File: src/rtl/exec_alu_unit.sv
`default_nettype none
// ============================================================================
//  Module   : exec_alu_unit (with mux_2to1_n and exec_alu_core)
//  Brief    : Execute-stage ALU. Operand-B select, 16-op combinational core,
//             and one registered result/overflow stage with stall bubbles.
//  Revision : 1.0  initial release
// ============================================================================

// ----------------------------------------------------------------------------
//  mux_2to1_n : generic n-bit 2:1 multiplexer (out = sel ? in1 : in0)
// ----------------------------------------------------------------------------
module mux_2to1_n #(
    parameter int n = 32
) (
    input  logic [n-1:0] in0,
    input  logic [n-1:0] in1,
    input  logic         sel,
    output logic [n-1:0] out
);

    // Pure select; no state.
    assign out = sel ? in1 : in0;

endmodule

// ----------------------------------------------------------------------------
//  exec_alu_core : combinational ALU, result plus signed-overflow flag
// ----------------------------------------------------------------------------
module exec_alu_core #(
    parameter int WIDTH = 32
) (
    input  logic [WIDTH-1:0] A,
    input  logic [WIDTH-1:0] B,
    input  logic [3:0]       ctrl,
    output logic [WIDTH-1:0] result,
    output logic             ovf
);

    localparam int c_S = $clog2(WIDTH);

    localparam logic [3:0] c_OP_ADD   = 4'h0;
    localparam logic [3:0] c_OP_SUB   = 4'h1;
    localparam logic [3:0] c_OP_AND   = 4'h2;
    localparam logic [3:0] c_OP_OR    = 4'h3;
    localparam logic [3:0] c_OP_XOR   = 4'h4;
    localparam logic [3:0] c_OP_NOR   = 4'h5;
    localparam logic [3:0] c_OP_SLL   = 4'h6;
    localparam logic [3:0] c_OP_SRL   = 4'h7;
    localparam logic [3:0] c_OP_SRA   = 4'h8;
    localparam logic [3:0] c_OP_SLT   = 4'h9;
    localparam logic [3:0] c_OP_SLTU  = 4'hA;
    localparam logic [3:0] c_OP_SEQ   = 4'hB;
    localparam logic [3:0] c_OP_SNE   = 4'hC;
    localparam logic [3:0] c_OP_SGE   = 4'hD;
    localparam logic [3:0] c_OP_LHI   = 4'hE;
    localparam logic [3:0] c_OP_PASSB = 4'hF;

    logic [WIDTH-1:0] w_sum;
    logic [WIDTH-1:0] w_diff;
    logic [c_S-1:0]   w_shamt;
    logic             w_slt;
    logic             w_sltu;
    logic             w_ovf_add;
    logic             w_ovf_sub;

    // Only the low log2(WIDTH) bits of B form the shift amount.
    assign w_shamt = B[c_S-1:0];
    // Carries out of the top bit fall off: arithmetic is modulo 2^WIDTH.
    assign w_sum   = A + B;
    assign w_diff  = A - B;
    assign w_slt   = ($signed(A) < $signed(B));
    assign w_sltu  = (A < B);

    // ADD overflows when like-signed operands give an opposite-signed sum;
    // SUB overflows when unlike-signed operands give a result whose sign differs from A.
    assign w_ovf_add = (A[WIDTH-1] == B[WIDTH-1]) && (w_sum[WIDTH-1]  != A[WIDTH-1]);
    assign w_ovf_sub = (A[WIDTH-1] != B[WIDTH-1]) && (w_diff[WIDTH-1] != A[WIDTH-1]);

    // Opcode decode; set-type results are zero-extended single bits.
    always_comb begin
        result = '0;
        ovf    = 1'b0;
        case (ctrl)
            c_OP_ADD:   begin result = w_sum;  ovf = w_ovf_add; end
            c_OP_SUB:   begin result = w_diff; ovf = w_ovf_sub; end
            c_OP_AND:   result = A & B;
            c_OP_OR:    result = A | B;
            c_OP_XOR:   result = A ^ B;
            c_OP_NOR:   result = ~(A | B);
            c_OP_SLL:   result = A << w_shamt;
            c_OP_SRL:   result = A >> w_shamt;
            c_OP_SRA:   result = $unsigned($signed(A) >>> w_shamt);
            c_OP_SLT:   result = {{(WIDTH-1){1'b0}}, w_slt};
            c_OP_SLTU:  result = {{(WIDTH-1){1'b0}}, w_sltu};
            c_OP_SEQ:   result = {{(WIDTH-1){1'b0}}, (A == B)};
            c_OP_SNE:   result = {{(WIDTH-1){1'b0}}, (A != B)};
            c_OP_SGE:   result = {{(WIDTH-1){1'b0}}, ~w_slt};
            c_OP_LHI:   result = B << (WIDTH/2);
            c_OP_PASSB: result = B;
            default:    result = '0;
        endcase
    end

endmodule

// ----------------------------------------------------------------------------
//  exec_alu_unit : top level, operand select + core + output register
// ----------------------------------------------------------------------------
module exec_alu_unit #(
    parameter int WIDTH = 32
) (
    input  logic             clk,
    input  logic             rst_n,
    input  logic             stall,
    input  logic             ALUSrc,
    input  logic [3:0]       AluCtrl,
    input  logic [WIDTH-1:0] BusA,
    input  logic [WIDTH-1:0] BusB,
    input  logic [WIDTH-1:0] Imm32,
    output logic [WIDTH-1:0] ALUout,
    output logic             Ovf
);

    logic [WIDTH-1:0] w_opb;
    logic [WIDTH-1:0] w_result;
    logic             w_ovf;
    logic [WIDTH-1:0] alu_out_d;
    logic [WIDTH-1:0] alu_out_q;
    logic             ovf_d;
    logic             ovf_q;

    mux_2to1_n #(
        .n   (WIDTH)
    ) u_opb_mux (
        .in0 (BusB),
        .in1 (Imm32),
        .sel (ALUSrc),
        .out (w_opb)
    );

    exec_alu_core #(
        .WIDTH  (WIDTH)
    ) u_core (
        .A      (BusA),
        .B      (w_opb),
        .ctrl   (AluCtrl),
        .result (w_result),
        .ovf    (w_ovf)
    );

    // Next state: a stall injects a zero bubble, otherwise take the core result.
    always_comb begin
        alu_out_d = w_result;
        ovf_d     = w_ovf;
        if (stall) begin
            alu_out_d = '0;
            ovf_d     = 1'b0;
        end
    end

    // Output register; synchronous active-low reset dominates the stall bubble.
    always_ff @(posedge clk) begin
        if (!rst_n) begin
            alu_out_q <= '0;
            ovf_q     <= 1'b0;
        end else begin
            alu_out_q <= alu_out_d;
            ovf_q     <= ovf_d;
        end
    end

    assign ALUout = alu_out_q;
    assign Ovf    = ovf_q;

endmodule

`default_nettype wire

File: config.mk
export PLATFORM = sky130hd
export DESIGN_NAME = exec_alu_unit
export DESIGN_NICKNAME = d
export VERILOG_FILES = /design/src/rtl/exec_alu_unit.sv
export SDC_FILE = /design/constraint.sdc
export NUM_CORES = 1
export LEC_CHECK = 0
export BUFFER_PORTS_ARGS = -buffer_cell sky130_fd_sc_hd__buf_2
export CAP_MARGIN = 10
export CELL_PAD_IN_SITES_DETAIL_PLACEMENT = 2
export CELL_PAD_IN_SITES_GLOBAL_PLACEMENT = 2
export CORE_ASPECT_RATIO = 1.4
export CORE_MARGIN = 10
export CORE_UTILIZATION = 34
export CTS_BUF_LIST = sky130_fd_sc_hd__clkbuf_2 sky130_fd_sc_hd__clkbuf_4 sky130_fd_sc_hd__clkbuf_8
export DETAILED_ROUTE_END_ITERATION = 7
export HOLD_SLACK_MARGIN = 0.06
export PLACE_DENSITY = 0.86
export RECOVER_POWER = 50
export SLEW_MARGIN = 10
export SYNTH_ARGS = -nofsm -noshare
export SYNTH_HDL_FRONTEND = slang
export SYNTH_SLANG_ARGS = --single-unit
export TNS_END_PERCENT = 20
File: constraint.sdc
create_clock -name clk -period 6.35 [get_ports clk]
set_input_delay 1.27 -clock clk [delete_from_list [all_inputs] [get_ports clk]]
set_output_delay 1.27 -clock clk [all_outputs]
set_load 0.01 [all_outputs]
==> impl_results.md <==
- Tmin final: 5.47 ns
- Syn nets: ~1900
- Reg clk slew, reported paths: around 0.10 ns
- Site row count: 77
- Largest net degree at the start of global routing: slightly below 60
- CTS Buf Count: 5
- Worst Hold Depth: 5
- First-pass GRT wire length: approximately 110 mm
- Post-route clock period utilization: between 80% and 90%
- Mean post-synth cell area: around 6.7 sq um
- # clock sinks: 33
- Max Buffers Root-to-Sink: 2
- Deepest level of the CTS H-tree: 2
- Fin Hold WS: roughly 1.5 ns
- CP Class: input port to flop
- Area leader, netlist: ha_1
- Pre-Repair DR Iteration Count: 8
- Die Span Y: around 230 um
- Clk root buf: clkbuf_8
- TritonCTS clock tree: done
- Placed insts: between 2000 and 2500
- Total grt overflow: 0
- Launch point of the critical path: ALUSrc
- Max Cap Viol: 0
- Cells after Synth: 1629
- DR DRC count: 0
- Setup violators final: 0
- Synth top area cells: ha_1, mux2i_1, a21oi_1
- Total Routing Usage GR: between 30% and 40%
- Starting Density: approximately a third
- Worst Hold Path EP: ALUout[21]$_SDFF_PP0_
- Yosys cell types: 83
- Yosys top cell area share: 13.6%
- Initial antenna violation count: 4
- Area of the multi-input gates: ~9500 sq um
- Post-synth EDFFs: 0
- PostCTS Resize Cnt: 0
- Final std cells w/o fill: ~2100
- Hold Crit Class: input port to flop
- Mapped Area: approximately 11000 sq um
- WL final: about 73 mm
- FF+latch count, synth: 33
- Critical path fanouts, max: 13
- Outcome: finished clean
- Die Wd: around 170 um
- F_max: 183 MHz
- Ports: 137
- Worst-Margin Slew: 1.05 ns
- 1st-iter DRT viols: between 1000 and 1500
- Synth warn: 0
- Fillers: slightly below 4000
- CP startpoint kind: input port
- Routability cong.: around 1.0
- Post-synthesis sequential area ratio: between 6 and 7%
- Critical Path End Type: flop
- Setup_tns: 0 ns
- Leak pwr: 5.27 nW
- Routed Antenna Nets: 0
- Port Buffers: roughly 140
- Crit path DAT: between 5 and 6 ns
- Dominant synthesized flop cell: dfxtp_1
- Post-synth ARST share: 0%
- Rel. slew slack: about 28%
- Synth cell count leaders: nor2_1, nand2_1, a21oi_1, mux2i_1, o21ai_0
- Sequential cell area: about 660 sq um
- Placed Area: about 12000 sq um
- Core Box Area: 31600 sq um
- Routed wire length per instance: 34.3 um
- Final Max Tran Viols: 0
- Hold Startpoint: stall
- Total power: about 1.8 mW
- Number of global-route vias before repair: approximately 15000
- Critical path required time: 6.57 ns
- Final-stage net count: 1951
- Die area: between 30000 and 40000 sq um
- Hold_buf cts: 0
- Pwr/cell area: approximately 150 nW/um^2
- Hpwl dp: around 60 mm
- RSZ-0062 raised after global routing: no
- Final Cell Area: around 12000 sq um
- Hold Vio Cnt, Final: 0
- Area Overhead vs Synth: 12.0%
- Via count: 14300
- Max VDD drop: around 0.000076 V
- Count leader, synth: nor2_1
- Postcts setup bufs: 0
- Share of cells above drive strength 1: ~13%
- Via/cell ratio: 6.75
[how the worst max path moves through the flow]
stage	endpoint	cells after the start	slack, ns
finish	ALUout[19]$_SDFF_PP0_	13	0.88
detailed placement	ALUout[19]$_SDFF_PP0_	13	0.65
CTS	ALUout[30]$_SDFF_PP0_	14	1.02
global route	ALUout[19]$_SDFF_PP0_	13	0.68
global placement	ALUout[19]$_SDFF_PP0_	13	0.58
floorplan	ALUout[30]$_SDFF_PP0_	16	1.32
[registers in the layout (all words and copies together), names as in the netlist]
register,flops
ALUout,32
Ovf,1
[report_power, final]
part | total [mW] | internal [mW] | switching, mW
combinational | 1.39 | 0.439 | 0.950
sequential | 0.225 | 0.219 | 0.00600
clock | 0.211 | 0.0812 | 0.129
total | 1.82 | 0.739 | 1.09
[logic make-up (layout without fill, tap and decap cells)]
| family | count (synthesis) | after routing | share of synthesized area (%) |
|---|---|---|---|
| compound gates | 539 | 539 | 32.1 |
| simple gates | 539 | 539 | 22.3 |
| xor+xnor | 50 | 50 | 4.02 |
| mux | 150 | 150 | 14.2 |
| fa+ha+maj | 120 | 120 | 13.9 |
| flops | 33 | 33 | 6.07 |
| other cells | 0 | 2 | 0 |
| buf+inv | 198 | 297 | 7.29 |
[critical path, stage by stage]
cell and delay (ns):
buf_2 0.24, buf_4 0.31, mux2i_1 0.56, ha_1 0.56, inv_1 0.31, nand3_1 0.29, nor4_1 0.09, a211oi_1 0.61
o21ai_0 0.24, xnor2_1 0.26, a221o_1 0.38, a21oi_1 0.39, a211oi_1 0.15
[metrics by stage]
step / worst slack [ns] / utilization (%)
after floorplan: 1.32 / -
after global placement: 0.575 / 38.4
after detailed placement: 0.652 / 38.4
after CTS: 1.02 / 38.7
after global routing: 0.684 / 38.6
final: 0.885 / 38.6
[metal layers]
layer  wire, um  global-route usage [%]  vias to the layer above
li1           -                       -                     6169
met5         11                       0                        -
met4       5980                    25.5                        2
met3       5370                    6.06                      250
met1      27300                    40.4                     7175
met2      34200                    59.8                      738
[cells in the final DEF, fill, tap and decap left out, types with 42 or more instances in the layout]
cell type  instances
a21oi_1          147
nor2_1           194
o21ai_0          119
buf_2            103
nand3_1           42
nand2_1          155
ha_1             118
buf_4             57
mux2i_1          127
inv_1             93
[final cells by class]
class,count,share of cell area (%)
tap,395,4.06
clock buffer,6,0.626
clock inverter,2,0.0821
multi-input combinational,1398,78.0
sequential,33,5.42
timing repair buffer,193,8.76
antenna,2,0.0411
inverter,96,2.98
No activity file was read; power rests on OpenSTA's default activity.
